`src/rtl/apb_master_arbiter.sv`:
```
// ---------------------------------------------------------------------------
// apb_master_arbiter
//   Two-requester APB master. Round-robin arbitration between two local
//   request ports. Sequences the shared APB bus through IDLE/SETUP/ACCESS.
//   Returns exactly one response per accepted request, on the port that
//   issued it. Addresses above UPPER_ADDR_LIMIT are rejected locally and
//   never reach the bus.
//
//   Optional feature (macro APB_TIMEOUT_EN):
//     Adds an ACCESS-phase wait counter and the TIMEOUT_CYCLES parameter.
//     The transfer aborts with err=1 if pready stays low for TIMEOUT_CYCLES
//     consecutive ACCESS cycles. Without the macro, ACCESS waits for pready
//     indefinitely.
//
// Ports
//   pclk, presetn                clock, async active-low reset
//   reqN_valid/write/addr/wdata  requester N transfer request
//   reqN_ready                   combinational accept for requester N
//   rspN_valid/rdata/err         one-cycle registered response pulse
//   psel/penable/pwrite/paddr/pwdata/prdata/pready/pslverr  APB bus
// ---------------------------------------------------------------------------
module apb_master_arbiter #(
   parameter int unsigned DATA_WIDTH       = 8,
   parameter int unsigned ADDR_WIDTH       = 8,
   parameter int unsigned UPPER_ADDR_LIMIT = 200
`ifdef APB_TIMEOUT_EN
   , parameter int unsigned TIMEOUT_CYCLES = 16
`endif
) (
   input  logic                  pclk,
   input  logic                  presetn,
   input  logic                  req0_valid,
   input  logic                  req0_write,
   input  logic [ADDR_WIDTH-1:0] req0_addr,
   input  logic [DATA_WIDTH-1:0] req0_wdata,
   output logic                  req0_ready,
   output logic                  rsp0_valid,
   output logic [DATA_WIDTH-1:0] rsp0_rdata,
   output logic                  rsp0_err,
   input  logic                  req1_valid,
   input  logic                  req1_write,
   input  logic [ADDR_WIDTH-1:0] req1_addr,
   input  logic [DATA_WIDTH-1:0] req1_wdata,
   output logic                  req1_ready,
   output logic                  rsp1_valid,
   output logic [DATA_WIDTH-1:0] rsp1_rdata,
   output logic                  rsp1_err,
   output logic                  psel,
   output logic                  penable,
   output logic                  pwrite,
   output logic [ADDR_WIDTH-1:0] paddr,
   output logic [DATA_WIDTH-1:0] pwdata,
   input  logic [DATA_WIDTH-1:0] prdata,
   input  logic                  pready,
   input  logic                  pslverr
);

   typedef enum logic [1:0] {
      IDLE   = 2'd0,
      SETUP  = 2'd1,
      ACCESS = 2'd2
   } state_e;

`ifdef APB_TIMEOUT_EN
   localparam int unsigned CNT_MIN_W  = $clog2(TIMEOUT_CYCLES + 1);
   localparam int unsigned WAIT_CNT_W = (CNT_MIN_W > 5) ? CNT_MIN_W : 5;
`endif

   state_e                state_q;
   logic                  last_grant_q;   // 1 = requester 1 won last
   logic                  owner_q;        // requester owning the bus transfer
   logic                  psel_q;
   logic                  penable_q;
   logic                  pwrite_q;
   logic [ADDR_WIDTH-1:0] paddr_q;
   logic [DATA_WIDTH-1:0] pwdata_q;
   logic                  rsp0_valid_q;
   logic [DATA_WIDTH-1:0] rsp0_rdata_q;
   logic                  rsp0_err_q;
   logic                  rsp1_valid_q;
   logic [DATA_WIDTH-1:0] rsp1_rdata_q;
   logic                  rsp1_err_q;
`ifdef APB_TIMEOUT_EN
   logic [WAIT_CNT_W-1:0] wait_cnt_q;
   logic                  timeout_c;
`endif

   logic                  grant0_c;
   logic                  grant1_c;
   logic                  accept_c;
   logic                  sel_write_c;
   logic [ADDR_WIDTH-1:0] sel_addr_c;
   logic [DATA_WIDTH-1:0] sel_wdata_c;
   logic                  sel_legal_c;
   logic                  rsp_fire_c;
   logic                  rsp_port_c;
   logic                  rsp_err_c;
   logic [DATA_WIDTH-1:0] rsp_rdata_c;

`ifdef APB_TIMEOUT_EN
   // Last permitted wait cycle: pready still low here means abort
   assign timeout_c = (wait_cnt_q == WAIT_CNT_W'(TIMEOUT_CYCLES - 1));
`endif

   // Round-robin grant, evaluated only while the bus is idle
   always_comb begin
      grant0_c = 1'b0;
      grant1_c = 1'b0;
      if (state_q == IDLE) begin
         if (req0_valid && req1_valid) begin
            grant0_c = last_grant_q;
            grant1_c = !last_grant_q;
         end else if (req0_valid) begin
            grant0_c = 1'b1;
         end else if (req1_valid) begin
            grant1_c = 1'b1;
         end
      end
   end

   assign accept_c    = grant0_c || grant1_c;
   assign sel_write_c = grant1_c ? req1_write : req0_write;
   assign sel_addr_c  = grant1_c ? req1_addr  : req0_addr;
   assign sel_wdata_c = grant1_c ? req1_wdata : req0_wdata;
   assign sel_legal_c = (sel_addr_c <= ADDR_WIDTH'(UPPER_ADDR_LIMIT));

   // Response source: local rejection, bus completion or timeout abort
   always_comb begin
      rsp_fire_c  = 1'b0;
      rsp_port_c  = owner_q;
      rsp_err_c   = 1'b0;
      rsp_rdata_c = '0;
      case (state_q)
         IDLE: begin
            if (accept_c && !sel_legal_c) begin
               rsp_fire_c = 1'b1;
               rsp_port_c = grant1_c;
               rsp_err_c  = 1'b1;
            end
         end
         ACCESS: begin
            if (pready) begin
               rsp_fire_c  = 1'b1;
               rsp_err_c   = pslverr;
               rsp_rdata_c = (!pwrite_q && !pslverr) ? prdata : '0;
`ifdef APB_TIMEOUT_EN
            end else if (timeout_c) begin
               rsp_fire_c = 1'b1;
               rsp_err_c  = 1'b1;
`endif
            end
         end
         default: ;
      endcase
   end

   // Bus sequencer, arbitration state and response registers
   always_ff @(posedge pclk or negedge presetn) begin
      if (!presetn) begin
         state_q      <= IDLE;
         last_grant_q <= 1'b1;
         owner_q      <= 1'b0;
         psel_q       <= 1'b0;
         penable_q    <= 1'b0;
         pwrite_q     <= 1'b0;
         paddr_q      <= '0;
         pwdata_q     <= '0;
         rsp0_valid_q <= 1'b0;
         rsp0_rdata_q <= '0;
         rsp0_err_q   <= 1'b0;
         rsp1_valid_q <= 1'b0;
         rsp1_rdata_q <= '0;
         rsp1_err_q   <= 1'b0;
`ifdef APB_TIMEOUT_EN
         wait_cnt_q   <= '0;
`endif
      end else begin
         rsp0_valid_q <= rsp_fire_c && !rsp_port_c;
         rsp0_err_q   <= rsp_fire_c && !rsp_port_c && rsp_err_c;
         rsp0_rdata_q <= (rsp_fire_c && !rsp_port_c) ? rsp_rdata_c : '0;
         rsp1_valid_q <= rsp_fire_c && rsp_port_c;
         rsp1_err_q   <= rsp_fire_c && rsp_port_c && rsp_err_c;
         rsp1_rdata_q <= (rsp_fire_c && rsp_port_c) ? rsp_rdata_c : '0;

         case (state_q)
            IDLE: begin
               if (accept_c) begin
                  last_grant_q <= grant1_c;
                  owner_q      <= grant1_c;
                  // Rejected addresses leave the bus untouched
                  if (sel_legal_c) begin
                     state_q   <= SETUP;
                     psel_q    <= 1'b1;
                     penable_q <= 1'b0;
                     pwrite_q  <= sel_write_c;
                     paddr_q   <= sel_addr_c;
                     pwdata_q  <= sel_write_c ? sel_wdata_c : '0;
                  end
               end
            end
            SETUP: begin
               state_q   <= ACCESS;
               penable_q <= 1'b1;
`ifdef APB_TIMEOUT_EN
               wait_cnt_q <= '0;
`endif
            end
            ACCESS: begin
               if (pready) begin
                  state_q   <= IDLE;
                  psel_q    <= 1'b0;
                  penable_q <= 1'b0;
`ifdef APB_TIMEOUT_EN
               end else if (timeout_c) begin
                  state_q   <= IDLE;
                  psel_q    <= 1'b0;
                  penable_q <= 1'b0;
               end else begin
                  wait_cnt_q <= wait_cnt_q + WAIT_CNT_W'(1);
`endif
               end
            end
            default: begin
               state_q   <= IDLE;
               psel_q    <= 1'b0;
               penable_q <= 1'b0;
            end
         endcase
      end
   end

   assign req0_ready = grant0_c;
   assign req1_ready = grant1_c;
   assign psel       = psel_q;
   assign penable    = penable_q;
   assign pwrite     = pwrite_q;
   assign paddr      = paddr_q;
   assign pwdata     = pwdata_q;
   assign rsp0_valid = rsp0_valid_q;
   assign rsp0_rdata = rsp0_rdata_q;
   assign rsp0_err   = rsp0_err_q;
   assign rsp1_valid = rsp1_valid_q;
   assign rsp1_rdata = rsp1_rdata_q;
   assign rsp1_err   = rsp1_err_q;

endmodule

```
`config.mk`:
```
export PLATFORM = sky130hd
export DESIGN_NAME = apb_master_arbiter
export DESIGN_NICKNAME = d
export VERILOG_FILES = /design/src/rtl/apb_master_arbiter.sv
export SDC_FILE = /design/constraint.sdc
export NUM_CORES = 1
export LEC_CHECK = 0
export BUFFER_PORTS_ARGS = -buffer_cell sky130_fd_sc_hd__buf_2
export CORE_MARGIN = 1.5
export CORE_UTILIZATION = 49
export DETAILED_ROUTE_END_ITERATION = 10
export PLACE_DENSITY = 0.88
export SETUP_SLACK_MARGIN = 0.2
export SLEW_MARGIN = 15
export SYNTH_ARGS = -nofsm -noshare
export SYNTH_HDL_FRONTEND = slang
export SYNTH_SLANG_ARGS = --single-unit
```
`constraint.sdc`:
```
create_clock -name pclk -period 2.9 [get_ports pclk]
set_clock_uncertainty 0.15 [all_clocks]
set_input_delay 0.29 -clock pclk [delete_from_list [all_inputs] [get_ports pclk]]
set_output_delay 0.29 -clock pclk [all_outputs]
set_load 0.01 [all_outputs]
```
==> results.md <==
- Status: completed
- Number of H-tree levels: 2
- Setup Crit Path Kind: reg -> out
- Initial DRT Pass Iterations: 4
- Syn Area/Cell: 11.86 sq um
- IO Count: 89
- # setup viols final: 0
- Initial antenna violation count: 0
- Yosys top cell area share: 54.41%
- CP max stage delay: 0.54 ns
- Crit. path cell count: 5
- Iteration-0 DRC Markers: 101
- Die height: 65.03 microns
- Vias in the first global route: 1481
- Initial Util: 51.12%
- Maximum number of pins on one net before global-route repair: 43
- Largest area contributor in the netlist: dfrtp_1
- Seq cells post-synth: 42
- Ant diodes: 0
- DP HPWL: 3250 microns
- Hold Vio Cnt, Final: 0
- CP arrival: 1.75 ns
- Routed vias: 1563
- YS warnings: 0
- Power per cell area: 853.7 nW/um^2
- Total Wirelength: 4250 microns
- CP Cell Sequence: nand2_1, nand3_1, buf_4, clkinv_1, buf_2
- Layout cell share with drive strength beyond 1: 50.00%
- Non-filler cells in the finished layout: 302
- Clock transition at path regs: 0.08 ns
- Vias per inst: 5.175
- Die area: 4229 sq um
- Post-synthesis sequential area ratio: 55.81%
- Synthesized-area fraction occupied by xor and xnor cells: 0%
- Critical path's slowest cell: dfstp_2
- GP Congestion: 0.7824
- Fill cells: 309
- Mux cell area share after synthesis: 20.24%
- Area contributors post-synth: dfrtp_1, mux2_2, nand2_1
- Root Buffer: clkbuf_8
- Mapped Area: 1886 sq um
- Clock Tree Buf Depth: 2
- Synth unique cells: 31
- Fin Hold WS: 0.08001 ns
- Compound-Gate Fraction of Synth Area: 10.62%
- Max-cap viol count: 0
- Crit path time final: 2.190 ns
- Synth Area in Adders: 0%
- Final net count: 301
- Slew of the pin with the lowest slew margin: 0.9151 ns
- Slew Limit Fails: 0
- Final ANT Viol Nets: 0
- Static leakage: 0.001364 uW
- Post-CTS Setup Inserts: 0
- RSZ-0062 raised after global routing: no
- R2r worst-path depth: 4
- CP top delay family: buffers and inverters
- Core Region: 3689 sq um
- Worst Path Buf+Inv: 3
- Setup TNS: 0 ns
- Clk Latency, worst-skew pair: 0.29 ns
- Routed len/inst: 14.07 microns
- Rows: 22
- Cells after Synth: 159
- CTS tree: built
- Hold path depth: 3
- First-pass GRT wire length: 6665 microns
- Max Clock Freq: 456.6 MHz
- Main combinational cell family by area after synthesis: multiplexers
- Post-Synth Simple-Gate Area: 10.75%
- TritonCTS buffer count: 5
- Remaining DRCs: 0
- Hold Path Class: in -> reg
- Sink Count: 42
- Die Span X: 65.03 microns
- Gr ovfl total: 0
- Crit end category: output port
- Slew headroom: 38.99%
- Fin crit share: 75.53%
- Cell Count Post-Placement: 293
- Synth Net Count: 207
- CP max FO: 19
- IO Port Bufs: 88
- Overall routing resource usage: 20.89%
- Synthesis-to-finish area growth: 32.05%
- Worst path required time: 2.46 ns
- Crit start category: flip-flop
- Maximum vdd ir drop: 0.6784 mV
final cells by class:
cell class	count	area, sq um	area share [%]
Sequential cell	42	1052	42.26
Clock buffer	5	68.82	2.764
Timing Repair Buffer	92	473.0	18.99
Inverter	3	11.26	0.4523
Clock inverter	3	40.04	1.608
Tap cell	48	60.06	2.412
Multi-Input combinational cell	109	784.5	31.51
cell families after synthesis:
kind of cell           count (synthesis)
AOI/OAI and AO/OA                     28
buffers and inverters                  8
DFF                                   42
muxes                                 33
and+or+nand+nor                       48
cells in the mapped netlist:
cell type / n
a21o_2: 1
a21oi_1: 9
a2bb2oi_1: 2
a31oi_1: 1
a32o_1: 1
buf_1: 2
buf_12: 1
buf_2: 2
clkinv_1: 1
dfrtp_1: 41
dfstp_2: 1
inv_1: 2
mux2_2: 17
mux2_4: 6
mux2i_1: 10
nand2_1: 30
nand2b_1: 1
nand3_1: 3
nand3b_1: 1
nor2_1: 10
nor3_1: 1
nor3b_1: 1
o21a_1: 1
o21a_4: 1
o21ai_0: 5
o21ai_1: 2
o22ai_1: 1
o22ai_4: 1
o311a_1: 2
o31a_1: 1
or4_4: 1
cell usage in the layout (no fill, tap or decap), types with 2 or more instances in the layout:
master / instances
a2bb2oi_1: 2
nor2_1: 10
nand2_1: 30
mux2_2: 17
buf_4: 3
o311a_1: 2
mux2i_1: 10
dfrtp_1: 41
a21oi_1: 9
buf_2: 88
clkbuf_8: 5
inv_1: 2
nand3_1: 3
mux2_4: 6
clkinv_2: 2
o21ai_0: 5
o21ai_1: 2
registers in the layout (all words and copies together), names as in the netlist:
name          count
paddr             8
pwdata            8
rsp0_rdata        8
rsp1_rdata        8
state_q           2
last_grant_q      1
owner_q           1
psel              1
pwrite            1
rsp0_err          1
rsp0_valid        1
rsp1_err          1
rsp1_valid        1
worst register-to-register path, cell delays in order (launching register included):
cell     delay, ns
dfrtp_1       0.44
nor2_1        0.23
nand3_1       0.23
o22ai_4       0.56
mux2_2        0.42
report_power, final:
group | switching [uW] | internal [uW]
combinational | 416 | 417
sequential | 97.1 | 752
clock | 191 | 253
per-stage QoR:
stage | power, uW | instance area, sq um | worst slack, ns | utilization, %
CTS | 2149 | 2490 | 0.6880 | 67.50
finish | 2126 | 2490 | 0.7097 | 67.50
detailed placement | 1700 | 2371 | 0.5121 | 64.28
floorplan | 1418 | 1886 | 0.8496 | -
global route | 2250 | 2490 | 0.5931 | 67.50
global placement | 1671 | 2371 | 0.5531 | 64.28
routing by layer:
metal / wire (microns) / vias to the layer above / share of wire, % / global-route usage, %
li1: - / 748 / - / -
met1: 1722 / 731 / 41 / 25.00
met2: 2146 / 78 / 50 / 36.60
met3: 330 / 6 / 7.8 / 5.556
met4: 51 / 0 / 1.2 / 6.771
met5: 0 / - / 0 / 0
final timing paths:
check                                          from                  endpoint  slack, ns
max                        last_grant_q$_DFFE_PN1P_                req1_ready       0.71
min in group asynchronous                   presetn    state_q[1]$_DFFE_PN0P_       0.52
max in group asynchronous                   presetn     pwdata[5]$_DFFE_PN0P_       1.51
min                                       prdata[2]   rsp0_rdata[2]$_DFF_PN0_       0.08
min reg2reg                last_grant_q$_DFFE_PN1P_  last_grant_q$_DFFE_PN1P_       0.32
max reg2reg                  state_q[1]$_DFFE_PN0P_     pwdata[6]$_DFFE_PN0P_       0.76
timing repair:
item	CTS	global route
hold endpoints to repair	7	0
hold buffers	1	0
gates resized for setup	0	0
Note: power is estimated with default switching activity, not from simulation.
